==> config.mk <==
export PLATFORM = sky130hd
export DESIGN_NAME = des_core_arbiter_flat
export DESIGN_NICKNAME = d
export VERILOG_FILES = /design/src/rtl/des_core_arbiter_if.sv /design/src/rtl/des_core_arbiter.sv /design/src/flat_wrapper.sv
export SDC_FILE = /design/constraint.sdc
export NUM_CORES = 1
export LEC_CHECK = 0
export BUFFER_PORTS_ARGS = -buffer_cell sky130_fd_sc_hd__buf_2
export CAP_MARGIN = 10
export CORE_AREA = 4 4 301 303
export CTS_CLUSTER_SIZE = 8
export DETAILED_ROUTE_END_ITERATION = 12
export DIE_AREA = 0 0 305 307
export GPL_TIMING_DRIVEN = 0
export SYNTH_ARGS = -nofsm -noshare
export SYNTH_HDL_FRONTEND = slang
export SYNTH_SLANG_ARGS = --single-unit
==> constraint.sdc <==
create_clock -name clk -period 6 [get_ports clk]
set_input_delay 0.9 -clock clk [delete_from_list [all_inputs] [get_ports clk]]
set_output_delay 0.9 -clock clk [all_outputs]
set_load 0.01 [all_outputs]
==> src/rtl/des_core_arbiter_if.sv <==
// Client-side bundle for des_core_arbiter: request/ack and the tagged response port.
// The arbiter uses the slave modport; a client-side driver uses master.
interface des_core_arbiter_if #(
   parameter int unsigned ID_W = 2
);
   localparam int unsigned NUM_REQ = 2**ID_W;

   logic [NUM_REQ-1:0]    req;
   logic [64*NUM_REQ-1:0] req_data;
   logic [64*NUM_REQ-1:0] req_key;
   logic [NUM_REQ-1:0]    ack;
   logic                  rsp_valid;
   logic                  rsp_ready;
   logic [ID_W-1:0]       rsp_id;
   logic [63:0]           rsp_data;
   logic                  rsp_err;
   logic                  busy;

   modport slave (
      input  req, req_data, req_key, rsp_ready,
      output ack, rsp_valid, rsp_id, rsp_data, rsp_err, busy
   );

   modport master (
      output req, req_data, req_key, rsp_ready,
      input  ack, rsp_valid, rsp_id, rsp_data, rsp_err, busy
   );
endinterface

==> src/rtl/des_core_arbiter.sv <==
// Round-robin sharing of one iterative DES core among 2**ID_W requesters.
// Optional macro DES_ARB_TIMEOUT_EN adds a WAIT-state watchdog that returns an error response.
module des_core_arbiter #(
   parameter int unsigned ID_W        = 2,
   parameter int unsigned TIMEOUT_CYC = 255
) (
   input  logic                clk,
   input  logic                rst_n,
   des_core_arbiter_if.slave   cli,
   output logic                core_start,
   output logic [63:0]         core_desIn,
   output logic [63:0]         core_keyIn,
   input  logic                core_ready,
   input  logic [63:0]         core_desOut
);
   localparam int unsigned NUM_REQ = 2**ID_W;

   typedef enum logic [2:0] {StArb, StSetup, StLaunch, StWait, StRelease} state_e;

   state_e               state_q;
   logic [ID_W-1:0]      rr_q;
   logic [NUM_REQ-1:0]   ack_q;
   logic                 rsp_valid_q;
   logic [ID_W-1:0]      rsp_id_q;
   logic [63:0]          rsp_data_q;
   logic                 busy_q;
   logic                 core_start_q;
   logic [63:0]          core_desIn_q;
   logic [63:0]          core_keyIn_q;

   logic [ID_W-1:0]      winner;
   logic [ID_W-1:0]      idx;
   logic [ID_W+5:0]      slice_lo;

`ifdef DES_ARB_TIMEOUT_EN
   localparam int unsigned CntW = $clog2(TIMEOUT_CYC + 1);
   logic [CntW-1:0]      cnt_q;
   logic                 rsp_err_q;
`else
   logic                 unused_timeout;
   assign unused_timeout = ^TIMEOUT_CYC;
`endif

   // Scan downward so the nearest set bit after rr_q overwrites farther ones; rr_q itself is last.
   always_comb begin
      winner = rr_q;
      idx    = '0;
      for (int i = NUM_REQ; i >= 1; i--) begin
         idx = rr_q + ID_W'(i);
         if (cli.req[idx]) winner = idx;
      end
   end

   assign slice_lo = {winner, 6'd0};

   always_ff @(posedge clk or negedge rst_n) begin
      if (!rst_n) begin
         state_q      <= StArb;
         rr_q         <= ID_W'(NUM_REQ - 1);
         ack_q        <= '0;
         rsp_valid_q  <= 1'b0;
         rsp_id_q     <= '0;
         rsp_data_q   <= '0;
         busy_q       <= 1'b0;
         core_start_q <= 1'b0;
         core_desIn_q <= '0;
         core_keyIn_q <= '0;
`ifdef DES_ARB_TIMEOUT_EN
         cnt_q        <= '0;
         rsp_err_q    <= 1'b0;
`endif
      end else begin
         ack_q <= '0;
         unique case (state_q)
            StArb: begin
               if (|cli.req) begin
                  core_desIn_q <= cli.req_data[slice_lo +: 64];
                  core_keyIn_q <= cli.req_key[slice_lo +: 64];
                  rr_q         <= winner;
                  ack_q        <= NUM_REQ'(1) << winner;
                  busy_q       <= 1'b1;
                  state_q      <= StSetup;
               end
            end
            // core_start stays low here so the core latches the new operands.
            StSetup: state_q <= StLaunch;
            StLaunch: begin
               core_start_q <= 1'b1;
               state_q      <= StWait;
`ifdef DES_ARB_TIMEOUT_EN
               cnt_q        <= '0;
`endif
            end
            StWait: begin
               if (core_ready) begin
                  rsp_data_q   <= core_desOut;
                  rsp_id_q     <= rr_q;
                  rsp_valid_q  <= 1'b1;
                  core_start_q <= 1'b0;
                  state_q      <= StRelease;
`ifdef DES_ARB_TIMEOUT_EN
                  rsp_err_q    <= 1'b0;
               end else if (cnt_q == CntW'(TIMEOUT_CYC - 1)) begin
                  rsp_data_q   <= '0;
                  rsp_id_q     <= rr_q;
                  rsp_valid_q  <= 1'b1;
                  rsp_err_q    <= 1'b1;
                  core_start_q <= 1'b0;
                  state_q      <= StRelease;
               end else begin
                  cnt_q        <= cnt_q + 1'b1;
`endif
               end
            end
            StRelease: begin
               if (rsp_valid_q && cli.rsp_ready) rsp_valid_q <= 1'b0;
               // Leave only once the core has dropped ready and the response is gone.
               if (!core_ready && (!rsp_valid_q || cli.rsp_ready)) begin
                  busy_q  <= 1'b0;
                  state_q <= StArb;
               end
            end
            default: state_q <= StArb;
         endcase
      end
   end

   assign cli.ack       = ack_q;
   assign cli.rsp_valid = rsp_valid_q;
   assign cli.rsp_id    = rsp_id_q;
   assign cli.rsp_data  = rsp_data_q;
   assign cli.busy      = busy_q;
`ifdef DES_ARB_TIMEOUT_EN
   assign cli.rsp_err   = rsp_err_q;
`else
   assign cli.rsp_err   = 1'b0;
`endif
   assign core_start    = core_start_q;
   assign core_desIn    = core_desIn_q;
   assign core_keyIn    = core_keyIn_q;
endmodule

==> src/flat_wrapper.sv <==
// flat-port wrapper written by rule: the top's interface ports become plain ports
module des_core_arbiter_flat 
#(
   parameter int unsigned ID_W        = 2,
   parameter int unsigned TIMEOUT_CYC = 255
)
  (clk, rst_n, core_start, core_desIn, core_keyIn, core_ready, core_desOut, cli_req, cli_req_data, cli_req_key, cli_rsp_ready, cli_ack, cli_rsp_valid, cli_rsp_id, cli_rsp_data, cli_rsp_err, cli_busy);
  des_core_arbiter_if #(.ID_W(ID_W)) cli_i ();
  input  logic clk;
  input  logic rst_n;
  output logic core_start;
  output logic [63:0] core_desIn;
  output logic [63:0] core_keyIn;
  input  logic core_ready;
  input  logic [63:0] core_desOut;
  input wire logic [$bits(cli_i.req)-1:0] cli_req;
  input wire logic [$bits(cli_i.req_data)-1:0] cli_req_data;
  input wire logic [$bits(cli_i.req_key)-1:0] cli_req_key;
  input wire logic [$bits(cli_i.rsp_ready)-1:0] cli_rsp_ready;
  output wire logic [$bits(cli_i.ack)-1:0] cli_ack;
  output wire logic [$bits(cli_i.rsp_valid)-1:0] cli_rsp_valid;
  output wire logic [$bits(cli_i.rsp_id)-1:0] cli_rsp_id;
  output wire logic [$bits(cli_i.rsp_data)-1:0] cli_rsp_data;
  output wire logic [$bits(cli_i.rsp_err)-1:0] cli_rsp_err;
  output wire logic [$bits(cli_i.busy)-1:0] cli_busy;
  assign cli_i.req = cli_req;
  assign cli_i.req_data = cli_req_data;
  assign cli_i.req_key = cli_req_key;
  assign cli_i.rsp_ready = cli_rsp_ready;
  assign cli_ack = cli_i.ack;
  assign cli_rsp_valid = cli_i.rsp_valid;
  assign cli_rsp_id = cli_i.rsp_id;
  assign cli_rsp_data = cli_i.rsp_data;
  assign cli_rsp_err = cli_i.rsp_err;
  assign cli_busy = cli_i.busy;
  des_core_arbiter #(.ID_W(ID_W), .TIMEOUT_CYC(TIMEOUT_CYC)) u_core (.clk(clk), .rst_n(rst_n), .cli(cli_i), .core_start(core_start), .core_desIn(core_desIn), .core_keyIn(core_keyIn), .core_ready(core_ready), .core_desOut(core_desOut));
endmodule
* Word-level counts from Yosys, hierarchy flattened *
Index checks and enable logic that the tools add are counted.

storage, ports and cells
  bits in registers = 206
  input port bits = 584

cells by class
  add/subtract/negate cells = 3
  magnitude comparators = 3
  equality and inequality tests = 8
  shift-type cells = 3
  mux-type cells = 23
  reductions and logical operators = 16

operator list
  cell                 count
  $shiftx 256x9->64    2
  $pmux 3 s5           1
  $lt 2x3->1 const B   3
  $mux 3               3
  $reduce_and 3->1     3
  $mux 1               8
  $mux 4               2
  $bmux 1 s2           3
  $eq 3x2->1 const B   2
  $mux 2               3
  $ne 2x1->1 const B   3
  $pmux 1 s2           3
  $reduce_and 2->1     3
  $reduce_bool 2->1    3
  $add 2x2->2 const B  2
  $reduce_or 4->1      1
  $shl 1x2->4 const A  1
  $eq 3x1->1 const B   1
  $eq 3x3->1 const B   1
  $logic_not 3->1      1
  $add 2x1->2 const B  1
  $logic_and 1x1->1    2
  $logic_not 1->1      2
  $ne 2x2->1 const B   1
  $logic_or 1x1->1     1

* Logic depth before layout (Yosys ltp) *
Gate-level depths: netlist (run 1).

  depth in word-level cells = 9
  mapped depth = 8
  gate-level depth less buffers = 5

* Worst setup path before layout (run 1) *
OpenSTA, ideal clock, no wires.

  path type = in2reg
  start point = input cli_req[2]
  end point = register u_core.core_keyIn_q[2], in the netlist u_core.core_keyIn[2]
  library setup time = 0.087 ns
  data arrival time = 2.203 ns
  slack = 3.710 ns
  stages = 7
  buffers on the path = 2
  cell sequence = nand2b_1 -> a21oi_2 -> clkbuf_1 -> clkbuf_1 -> o31ai_1 -> a21o_1 -> o211ai_1

on the way
  word-level cells in the longest chain between the ends = 6

RTL lines
  item                          RTL line                RTL
  from (decl)                   flat_wrapper.sv:16      input wire logic [$bits(cli_i.req)-1:0] cli_req;
  $bmux 1 s2                    des_core_arbiter.sv:50  if (cli.req[idx]) winner = idx;
  $mux 1 (not written as such)  des_core_arbiter.sv:50
  $mux 2 (3 in a row)           des_core_arbiter.sv:50
  $shiftx 256x9->64             des_core_arbiter.sv:78  core_keyIn_q <= cli.req_key[slice_lo +: 64];
  to (signal assigned)          des_core_arbiter.sv:78
  to (decl)                     des_core_arbiter.sv:29  logic [63:0] core_keyIn_q;

Parallel ways exist; a longest one is shown, timed or not. The select of a mux whose other input is x is not followed.
A chain may end at the register's enable or synchronous reset.

* Final worst setup path (run 1) *
  start point = register u_core.rr_q[1]
  end point = register u_core.core_desIn_q[55], in the netlist u_core.core_desIn[55]

on the way
  word-level cells in the longest chain between the ends = 7

RTL lines
  item                          RTL line                RTL
  from (decl)                   des_core_arbiter.sv:21  logic [ID_W-1:0] rr_q;
  from (signal assigned)        des_core_arbiter.sv:59  rr_q <= ID_W'(NUM_REQ - 1);
  from (signal assigned)        des_core_arbiter.sv:79  rr_q <= winner;
  $add 2x2->2                   des_core_arbiter.sv:49  idx = rr_q + ID_W'(i);
  $bmux 1 s2                    des_core_arbiter.sv:50
  $mux 1 (not written as such)  des_core_arbiter.sv:50
  $mux 2 (2 in a row)           des_core_arbiter.sv:50
  $mux 2 (*)                    des_core_arbiter.sv:50
  $shiftx 256x9->64 (*)         des_core_arbiter.sv:77  core_desIn_q <= cli.req_data[slice_lo +: 64];
  to (signal assigned)          des_core_arbiter.sv:77
  to (decl)                     des_core_arbiter.sv:28  logic [63:0] core_desIn_q;

Every way passes the cells marked *; elsewhere a longest branch is shown, timed or not. The select of a mux whose other input is x is not followed.

==> results of run 1 <==
==> power breakdown <==
group / total, mW / internal [mW] / switching (mW)
logic: 5.30 / 2.04 / 3.26
clock network: 1.72 / 0.980 / 0.737
registers: 2.46 / 2.08 / 0.383
==> worst register-to-register path, delay by kind of cell (launching register included) <==
| kind | cells | cell delay, ns |
|---|---|---|
| AOI/OAI and AO/OA | 1 | 0.12 |
| muxes | 1 | 0.63 |
| buffers and inverters | 3 | 1.19 |
| DFF | 1 | 0.51 |
| and+or+nand+nor | 3 | 0.67 |
==> flip-flops by register name (all words and copies together), names as in the netlist <==
register / cells
u_core.cli.rsp_data: 64
u_core.core_desIn: 64
u_core.core_keyIn: 64
u_core.cli.ack: 4
u_core.state_q: 3
u_core.cli.rsp_id: 2
u_core.rr_q: 2
u_core.cli.busy: 1
u_core.cli.rsp_valid: 1
u_core.core_start: 1
==> worst paths after layout <==
| path | start | endpoint | slack (ns) | cells after the start |
|---|---|---|---|---|
| hold reg to reg | u_core.core_desIn[6] | u_core.core_desIn[6] | 0.49 | 2 |
| min in group clk | u_core.core_desIn[6] | u_core.core_desIn[6] | 0.49 | 2 |
| hold / removal | rst_n | u_core.cli.rsp_data[32] | 0.14 | 1 |
| setup / recovery | u_core.rr_q[1] | u_core.core_desIn[55] | 2.74 | 8 |
| setup reg to reg | u_core.rr_q[1] | u_core.core_desIn[55] | 2.74 | 8 |
| max in group asynchronous | rst_n | u_core.core_desIn[18] | 4.97 | 2 |
==> per-stage QoR <==
step / setup TNS (ns) / power [mW] / hold slack [ns] / cells
final: 0 / 9.48 / 0.137 / 3258
after global routing: 0 / 10.1 / 0.105 / 3253
after CTS: 0 / 9.61 / 0.0919 / 3252
after detailed placement: 0 / 7.83 / 0.477 / 3197
after global placement: -21.05 / 7.76 / 0.473 / 3194
after floorplan: 0 / 5.49 / 0.504 / 1245
==> metal layers <==
layer	part of all wire, %	wire length [µm]	global-route usage [%]	vias up
met5	0.13	102	0	-
met4	3.7	2920	5.63	18
met3	9.2	7250	4.66	138
met2	46	36200	25.7	794
met1	41	32400	19.8	6918
li1	-	-	-	6428
==> final cells by class <==
type | count | area (µm²) | share of cell area [%]
Inverter | 3 | 11.3 | 0.0585
Antenna cell | 6 | 15.0 | 0.0780
Tap cell | 1165 | 1460 | 7.57
Clock buffer | 53 | 878 | 4.56
Buffer | 151 | 707 | 3.67
Sequential cell | 206 | 5160 | 26.8
Timing Repair Buffer | 787 | 4000 | 20.8
Clock inverter | 2 | 27.5 | 0.143
Multi-Input combinational cell | 885 | 7000 | 36.4
==> synthesized netlist by cell type <==
| cell | count | area (µm²) |
|---|---|---|
| a21oi_2 | 1 | 8.76 |
| o21ai_0 | 3 | 15.0 |
| o211ai_2 | 100 | 1250 |
| o31ai_1 | 132 | 991 |
| buf_6 | 11 | 124 |
| nor4_2 | 2 | 25.0 |
| buf_4 | 3 | 22.5 |
| or2_1 | 2 | 12.5 |
| nand2_1 | 133 | 499 |
| and3_1 | 1 | 6.26 |
| a21boi_1 | 1 | 7.51 |
| or4_1 | 1 | 7.51 |
| dfstp_2 | 2 | 52.6 |
| nor3_1 | 1 | 5.00 |
| nor3_4 | 1 | 16.3 |
| clkbuf_1 | 102 | 383 |
| nor2_1 | 9 | 33.8 |
| dfrtp_1 | 204 | 5100 |
| mux2_2 | 66 | 743 |
| buf_2 | 30 | 150 |
| nand2b_1 | 6 | 37.5 |
| nand4_1 | 128 | 801 |
| inv_1 | 3 | 11.3 |
| nor3_2 | 1 | 10.0 |
| o211ai_1 | 28 | 210 |
| mux2i_1 | 128 | 1280 |
| buf_1 | 5 | 18.8 |
| a21o_1 | 129 | 968 |
| conb_1 | 1 | 3.75 |
| and3_4 | 1 | 11.3 |
| o21a_1 | 1 | 7.51 |
| a21oi_1 | 5 | 25.0 |
| nor2_2 | 1 | 6.26 |
| nand3_1 | 3 | 15.0 |
==> kinds of logic (layout without fill, tap and decap cells) <==
family	count (synthesis)	after routing	synth area share, %
buffers and inverters	154	996	5.51
AND/OR/NAND/NOR	290	290	11.6
AO/OA/AOI/OAI	400	400	27.1
flip-flops	206	206	40.1
other	1	7	0.0291
multiplexers	194	194	15.7
==> metrics, run 1 <==
outcome finished, final reports clean; worst rel slew slack 33.9%; H-tree lvl count 1; Clock Latency Late Sink 0.62 ns; fin crit share 54.4%; Post-CTS Resized 0; DRC 0; CP endpoint kind register; min Tclk post-route 3.26 ns; vias in the first global route 14500; Worst path most repeated cell buf_2; total grt overflow 0; initial DRC count ~900; most common cell after layout, fill and taps aside buf_2; CTS buffer count 31; Worst Setup Start Kind register; Sink Count approximately 210; core area 88000 µm²; via count 14300; Max IR drop VDD 0.000220 V; clock root buffer master clkbuf_16; TritonCTS clock tree done; first-pass GRT wire length 107000 µm; RSZ-0062 raised after global routing no; Placement Setup Slack 2.19 ns; Rows 109; Post-DP HPWL 63700 µm; port bufs 784; Post-DP Area 18300 µm²; Initial Utilization 14.6%; Via density 4.39; leak pwr around 9.5 nW; hold_buf cts 0; Setup CP Type reg2reg; worst-margin pin slew roughly 1 ns; Yosys reg bits 206; Worst EP arrival ~3.7 ns; share of the yosys chip area belonging to registers between 40 and 50%; Post-Syn Area 12900 µm²; initial antenna violation count 21; worst path required time 6.48 ns; Final Util 21.9%; Detail Route Antenna Nets 0; synth-to-layout area growth 49.7%; post-DR wirelength/cell approximately 24 µm; Worst-path clk slew approximately 0.060 ns; IO Count around 800; Clock Skew 0.0196 ns; Tot GR Track Use between 10% and 20%; crit path cell chain buf_2, nand2_1, and3_4, nor3_4, buf_4, buf_2, mux2i_1, o211ai_2; Final WS setup 2.74 ns; Pins Over Slew Limit 0; area of the die approximately 94000 µm²; Largest delay share family, worst path buffers and inverters; max-cap violations 0; fmax ~310 MHz; die height 307 µm; pwr/cell area 492 nW/µm²; Die Span X 305 µm; Pre-antenna DRT Iters 7; routability cong. 0.923; max incr delay on CP 0.61 ns; worst-path fanout max 10; post-synth net total 1829; CP max-delay cell mux2i_1; most frequent cells in the layout buf_2, dfrtp_1, nand2_1, o31ai_1, a21o_1; Buf+Inv Stages, Crit Path 3; Hold Vio Cnt, Final 0; pin count of the biggest net entering global routing 101; Worst Hold Class in2async; post-CTS setup repair buffer count 0; final WL 78800 µm; post-route cell area 19300 µm²; mean cell area of the mapped netlist 10.3 µm²; worst-case clock buffer depth 3; post-synthesis cell type count 34; layout cells sized above 1 50.3%; Syn. warnings 0; Post-Syn Instances 1245; fill cell instance count of the final layout 9761; # nets final between 2000 and 3000; final setup vio count 0
(Power assumes the default switching activity.)
==> run 2: changes to the inputs <==
- CORE_AREA: 4 4 301 303 -> 4 4 305 307
- DIE_AREA: 0 0 305 307 -> 0 0 309 311
- clock period: 6 -> 3.3 ns (I/O delays scaled with it)
==> run 2 against run 1 <==
Against the previous run: power is 90% higher; clock skew is 0.0044 ns higher; worst hold slack better by 0.041 ns; fmax is 0.90% lower; count of clock-buffer cells in the layout is 5 lower; first-iteration DRC count is 6.8% higher; core utilization is 0.27 points lower; combinational power is 91% higher; design area is 1.1% higher; register-to-register slack worse by 2.7 ns; highest routed layer unchanged.
==> metrics, run 2 (synthesis results as in run 1) <==
port bufs just under 800; Crit Reg-Reg Endpoint u_core.core_keyIn[56]; max-cap violations 0; Buf+Inv Stages, Crit Path 3; worst-case clock buffer depth 3; worst-path fanout max 10; total grt overflow 0; DRC 0; H-tree lvl count 2; Rows 110; vias in the first global route 14700; worst rel slew slack 33.4%; clock root buffer master clkbuf_16; max incr delay on CP between 0.8 and 0.9 ns; CTS buffer count 34; post-CTS setup repair buffer count 0; Worst Hold Class in2reg; internal power 9.66 mW; P_sw 8.38 mW; Net Sw Frac between 40% and 50%; logic gate share of total power 55.8%; min Tclk post-route 3.29 ns; Critical Path Sink u_core.core_keyIn[56]; TritonCTS clock tree done; initial DRC count a little under 1000; Clock Latency Late Sink 0.55 ns; Max IR drop VDD about 0.00043 V; Post-Layout Cell Count 3270; placed cells 3209; final setup vio count 0; RSZ-0062 raised after global routing no; Final Util 21.6%; Die Span X 309 µm; layout cells sized above 1 50.9%; fmax 304 MHz; Worst-path clk slew 0.06 ns; pin count of the biggest net entering global routing between 100 and 150; Pins Over Slew Limit 0; pwr/cell area 927 nW/µm²; setup slack, reg-to-reg 0.008 ns; crit path cell chain buf_2, nand2_1, and3_4, clkbuf_2, clkbuf_1, o31ai_1, a21o_1, o211ai_2; synth-to-layout area growth 51.3%; initial antenna violation count 40; leak pwr roughly 9.6 nW; Largest delay share family, worst path compound AO/OA/AOI/OAI gates; Worst R2R Path Depth 8; Initial Utilization between 10 and 15%; first-pass GRT wire length 120000 µm; post-DR wirelength/cell 27.5 µm; # nets final 2654; routability cong. 0.910; Total Neg Setup Slack 0 ns; via count between 10000 and 15000; Setup CP Type reg2reg; outcome finished, final reports clean; Clock Skew 0.0240 ns; Worst Setup Start Kind register; die height 311 µm; Hold Vio Cnt, Final 0; area of the die 96100 µm²; Post-DP HPWL 74000 µm; Pre-antenna DRT Iters 5; CP startpoint u_core.rr_q[1]; CP max-delay cell o31ai_1; final WL 89800 µm; worst-margin pin slew 0.991 ns; worst hold slack 0.178 ns; fin crit share 99.7%; Levels on crit path 8; IO Count 786; Sink Count 206; R2R Path Start u_core.rr_q[1]; CP endpoint kind register; clock share of power 19.2%; worst path required time ~3.7 ns; register share of total power 25.0%; Tot GR Track Use 17.8%; core area 90000 µm²; Via density 4.39; most common cell after layout, fill and taps aside buf_2; most frequent cells in the layout buf_2, dfrtp_1, nand2_1, o31ai_1, a21o_1; Detail Route Antenna Nets 0; Worst EP arrival 3.69 ns
run 2: worst min path at each step:
stage                         endpoint  depth (start not counted)                   from  slack, ns
5_1_grt        u_core.cli.rsp_data[15]                          2        core_desOut[15]       0.14
3_3_place_gp     u_core.core_desIn[27]                          2  u_core.core_desIn[27]       0.47
6_report       u_core.cli.rsp_data[15]                          2        core_desOut[15]       0.18
2_1_floorplan        u_core.cli.ack[0]                          0                  rst_n       0.20
4_1_cts        u_core.cli.rsp_data[15]                          2        core_desOut[15]       0.12
3_5_place_dp     u_core.core_desIn[62]                          1                  rst_n       0.44
run 2: area by class of cell:
| class | instances | area (µm²) |
|---|---|---|
| clock inverters | 6 | 103 |
| diodes | 6 | 15.0 |
| plain buffers | 151 | 716 |
| well taps | 1176 | 1470 |
| multi-input cells | 885 | 7020 |
| clock buffers | 48 | 933 |
| repair buffers | 789 | 4030 |
| fillers | 9968 | 70500 |
| flip-flops and latches | 206 | 5160 |
| inverters | 3 | 11.3 |
run 2: repair_timing:
| item | 4_1_cts | 5_1_grt |
|---|---|---|
| hold endpoints to repair | 40 | 0 |
| endpoints found under the setup margin | 8 | 3 |
| resized for setup | 5 | 3 |
| hold buffers | 1 | 0 |
run 2: power groups by stage:
| stage | logic (mW) | clock network, mW | registers, mW |
|---|---|---|---|
| 2_1_floorplan | 5.00 | 0 | 4.97 |
| 3_3_place_gp | 10.1 | 0 | 4.47 |
| 3_5_place_dp | 10.2 | 0 | 4.52 |
| 4_1_cts | 10.3 | 3.60 | 4.51 |
| 5_1_grt | 10.8 | 3.68 | 4.66 |
| 6_report | 10.1 | 3.47 | 4.51 |
run 2: stage by stage:
stage               total power [mW]  setup WS (ns)  cell area (µm²)
floorplan                       9.97           1.34            12900
global placement                14.6          -2.39            18300
global route                    19.1         0.0366            19400
CTS                             18.4         0.0227            19400
finish                          18.0        0.00830            19500
detailed placement              14.7         -0.368            18400
run 2: routing by layer:
metal	vias to the layer above	GRT usage, %	routed length, µm
li1	6446	-	-
met3	139	4.22	6820
met2	760	30.8	42900
met1	6995	22.5	37800
met4	10	3.69	2220
met5	-	0	58
run 2: worst reg2reg max path, cell delays in order, from the launching register on:
cell	delay (ns)
dfstp_2	0.50
buf_2	0.20
nand2_1	0.10
and3_4	0.20
clkbuf_2	0.52
clkbuf_1	0.44
o31ai_1	0.88
a21o_1	0.24
o211ai_2	0.07
==> run 3: changes to the inputs <==
- MAX_ROUTING_LAYER: not set -> met4
==> run 3 against run 2 <==
Against the previous run: fmax is 4.2% higher; sequential power about the same; design area is 0.73% lower; via count fell by 0.57%; critical path type unchanged; first-iteration DRC count shrank 3.4%; register-to-register slack improved by 0.13 ns; core utilization down 0.16 points; flip-flop and latch count is the same; combinational power barely moved; power shrank 2.4%.
==> metrics, run 3 (synthesis results as in run 1) <==
outcome finished, final reports clean; clock root buffer master clkbuf_16; Pre-antenna DRT Iters 7; area of the die a little under 100000 µm²; Die Span X approximately 310 µm; worst-path fanout max 10; worst-case clock buffer depth 3; via count 14300; Worst Hold Class in2reg; Worst Setup Start Kind register; worst-margin pin slew 0.946 ns; max-cap violations 0; Hold Vio Cnt, Final 0; fin crit share a little over nine tenths; Worst EP arrival between 3 and 4 ns; most common cell after layout, fill and taps aside buf_2; setup slack, reg-to-reg ~0.14 ns; Max IR drop VDD 0.000420 V; fmax 317 MHz; pin count of the biggest net entering global routing 105; min Tclk post-route 3.16 ns; vias in the first global route roughly 15000; CP endpoint kind register; Total Neg Setup Slack 0 ns; TritonCTS clock tree done; initial DRC count 951; synth-to-layout area growth 50.2%; IO Count 786; total grt overflow 0; Worst R2R Path Depth 8; Hold Crit Endpoint u_core.cli.rsp_data[7]; core area ~90000 µm²; Via density 4.36; Setup CP Type reg2reg; Power, Total 17.6 mW; Clock Skew 0.0191 ns; Pins Over Slew Limit 0; Tot GR Track Use 18.2%; # nets final 2651; Detail Route Antenna Nets 0; Post-DP HPWL 74100 µm; area of the multi-input gates around 7000 µm²; Worst-path clk slew approximately 0.06 ns; post-DR wirelength/cell 27.4 µm; Sink Count 206; CTS buffer count 31; post-CTS setup repair buffer count 0; initial antenna violation count 44; die height 311 µm; first-pass GRT wire length 119000 µm; worst rel slew slack a little under two fifths; routability cong. 0.892; Reg area 5160 µm²; final WL 89800 µm; worst path required time 3.76 ns; R2R Path Start u_core.rr_q[1]; Clock Latency Late Sink 0.60 ns; fill cell instance count of the final layout 10100; Initial Utilization 14.3%; port bufs 784; final setup vio count 0; Rows 110; leak pwr 9.48 nW; most frequent cells in the layout buf_2, dfrtp_1, nand2_1, o31ai_1, a21o_1; H-tree lvl count 1; Crit Reg-Reg Endpoint u_core.core_keyIn[57]; RSZ-0062 raised after global routing no; DRC 0; pwr/cell area 911 nW/µm²; WHS Path Cells 2; layout cells sized above 1 51.0%; hold path start core_desOut[7]
[run 3: changes by cell type in the layout (fill, tap and decap cells not counted), sizes merged]
cell    delta
bufinv     -2
diode     +14
clkbuf     -9
inv        -1
[run 3: per-layer routing]
| layer | vias to the layer above | share of wire [%] | wire length (µm) | GRT usage [%] |
|---|---|---|---|---|
| li1 | 6440 | - | - | - |
| met1 | 6957 | 42 | 37800 | 22.4 |
| met2 | 749 | 48 | 42800 | 30.6 |
| met3 | 122 | 8.0 | 7220 | 4.52 |
| met4 | 0 | 2.2 | 1960 | 3.03 |
| met5 | - | 0 | 0 | - |
[run 3: cell type report]
class / instances / share of cell area [%]
diodes: 20 / 0.259
inverters: 3 / 0.0583
repair buffers: 789 / 20.8
multi-input cells: 885 / 36.4
flip-flops and latches: 206 / 26.7
well taps: 1176 / 7.62
clock buffers: 39 / 4.38
clock inverters: 3 / 0.0971
plain buffers: 151 / 3.70
[run 3: worst max-delay path by stage]
stage	from	endpoint
6_report	u_core.rr_q[1]	u_core.core_keyIn[57]
5_1_grt	u_core.rr_q[1]	u_core.core_keyIn[14]
4_1_cts	u_core.rr_q[1]	u_core.core_desIn[0]
3_5_place_dp	u_core.rr_q[1]	u_core.core_desIn[0]
3_3_place_gp	rst_n	u_core.core_keyIn[36]
2_1_floorplan	u_core.rr_q[1]	u_core.core_desIn[0]
[run 3: critical path, stage by stage (launching register included)]
cell      delay, ns
dfstp_2        0.51
buf_2          0.20
nand2_1        0.09
and3_4         0.20
clkbuf_2       0.55
clkbuf_1       0.40
o31ai_1        0.70
a21o_1         0.24
o211ai_2       0.07
[run 3: what timing repair did]
item	4_1_cts	5_1_grt
pin swaps	0	0
hold buffers	1	0
endpoints found under the setup margin	8	3
gates resized for setup	5	3
hold endpoints to repair	53	0
[run 3: through the flow]
step	hold WS, ns	worst slack (ns)	area (µm²)	utilization, %	instances
after floorplan	0.199	1.34	12900	-	1245
after global placement	0.475	-2.54	18300	20.3	3205
after detailed placement	0.433	-0.377	18400	20.4	3209
after CTS	0.0622	0.00459	19300	21.4	3252
after global routing	0.0816	0.00273	19300	21.5	3267
final	0.123	0.141	19300	21.5	3272
[run 3: power breakdown]
group / total, mW / switching (mW) / internal (mW) / leakage [nW]
registers: 4.50 / 0.713 / 3.78 / 2.52
logic: 10.1 / 6.33 / 3.75 / 6.54
clock network: 3.02 / 1.27 / 1.75 / 0.428
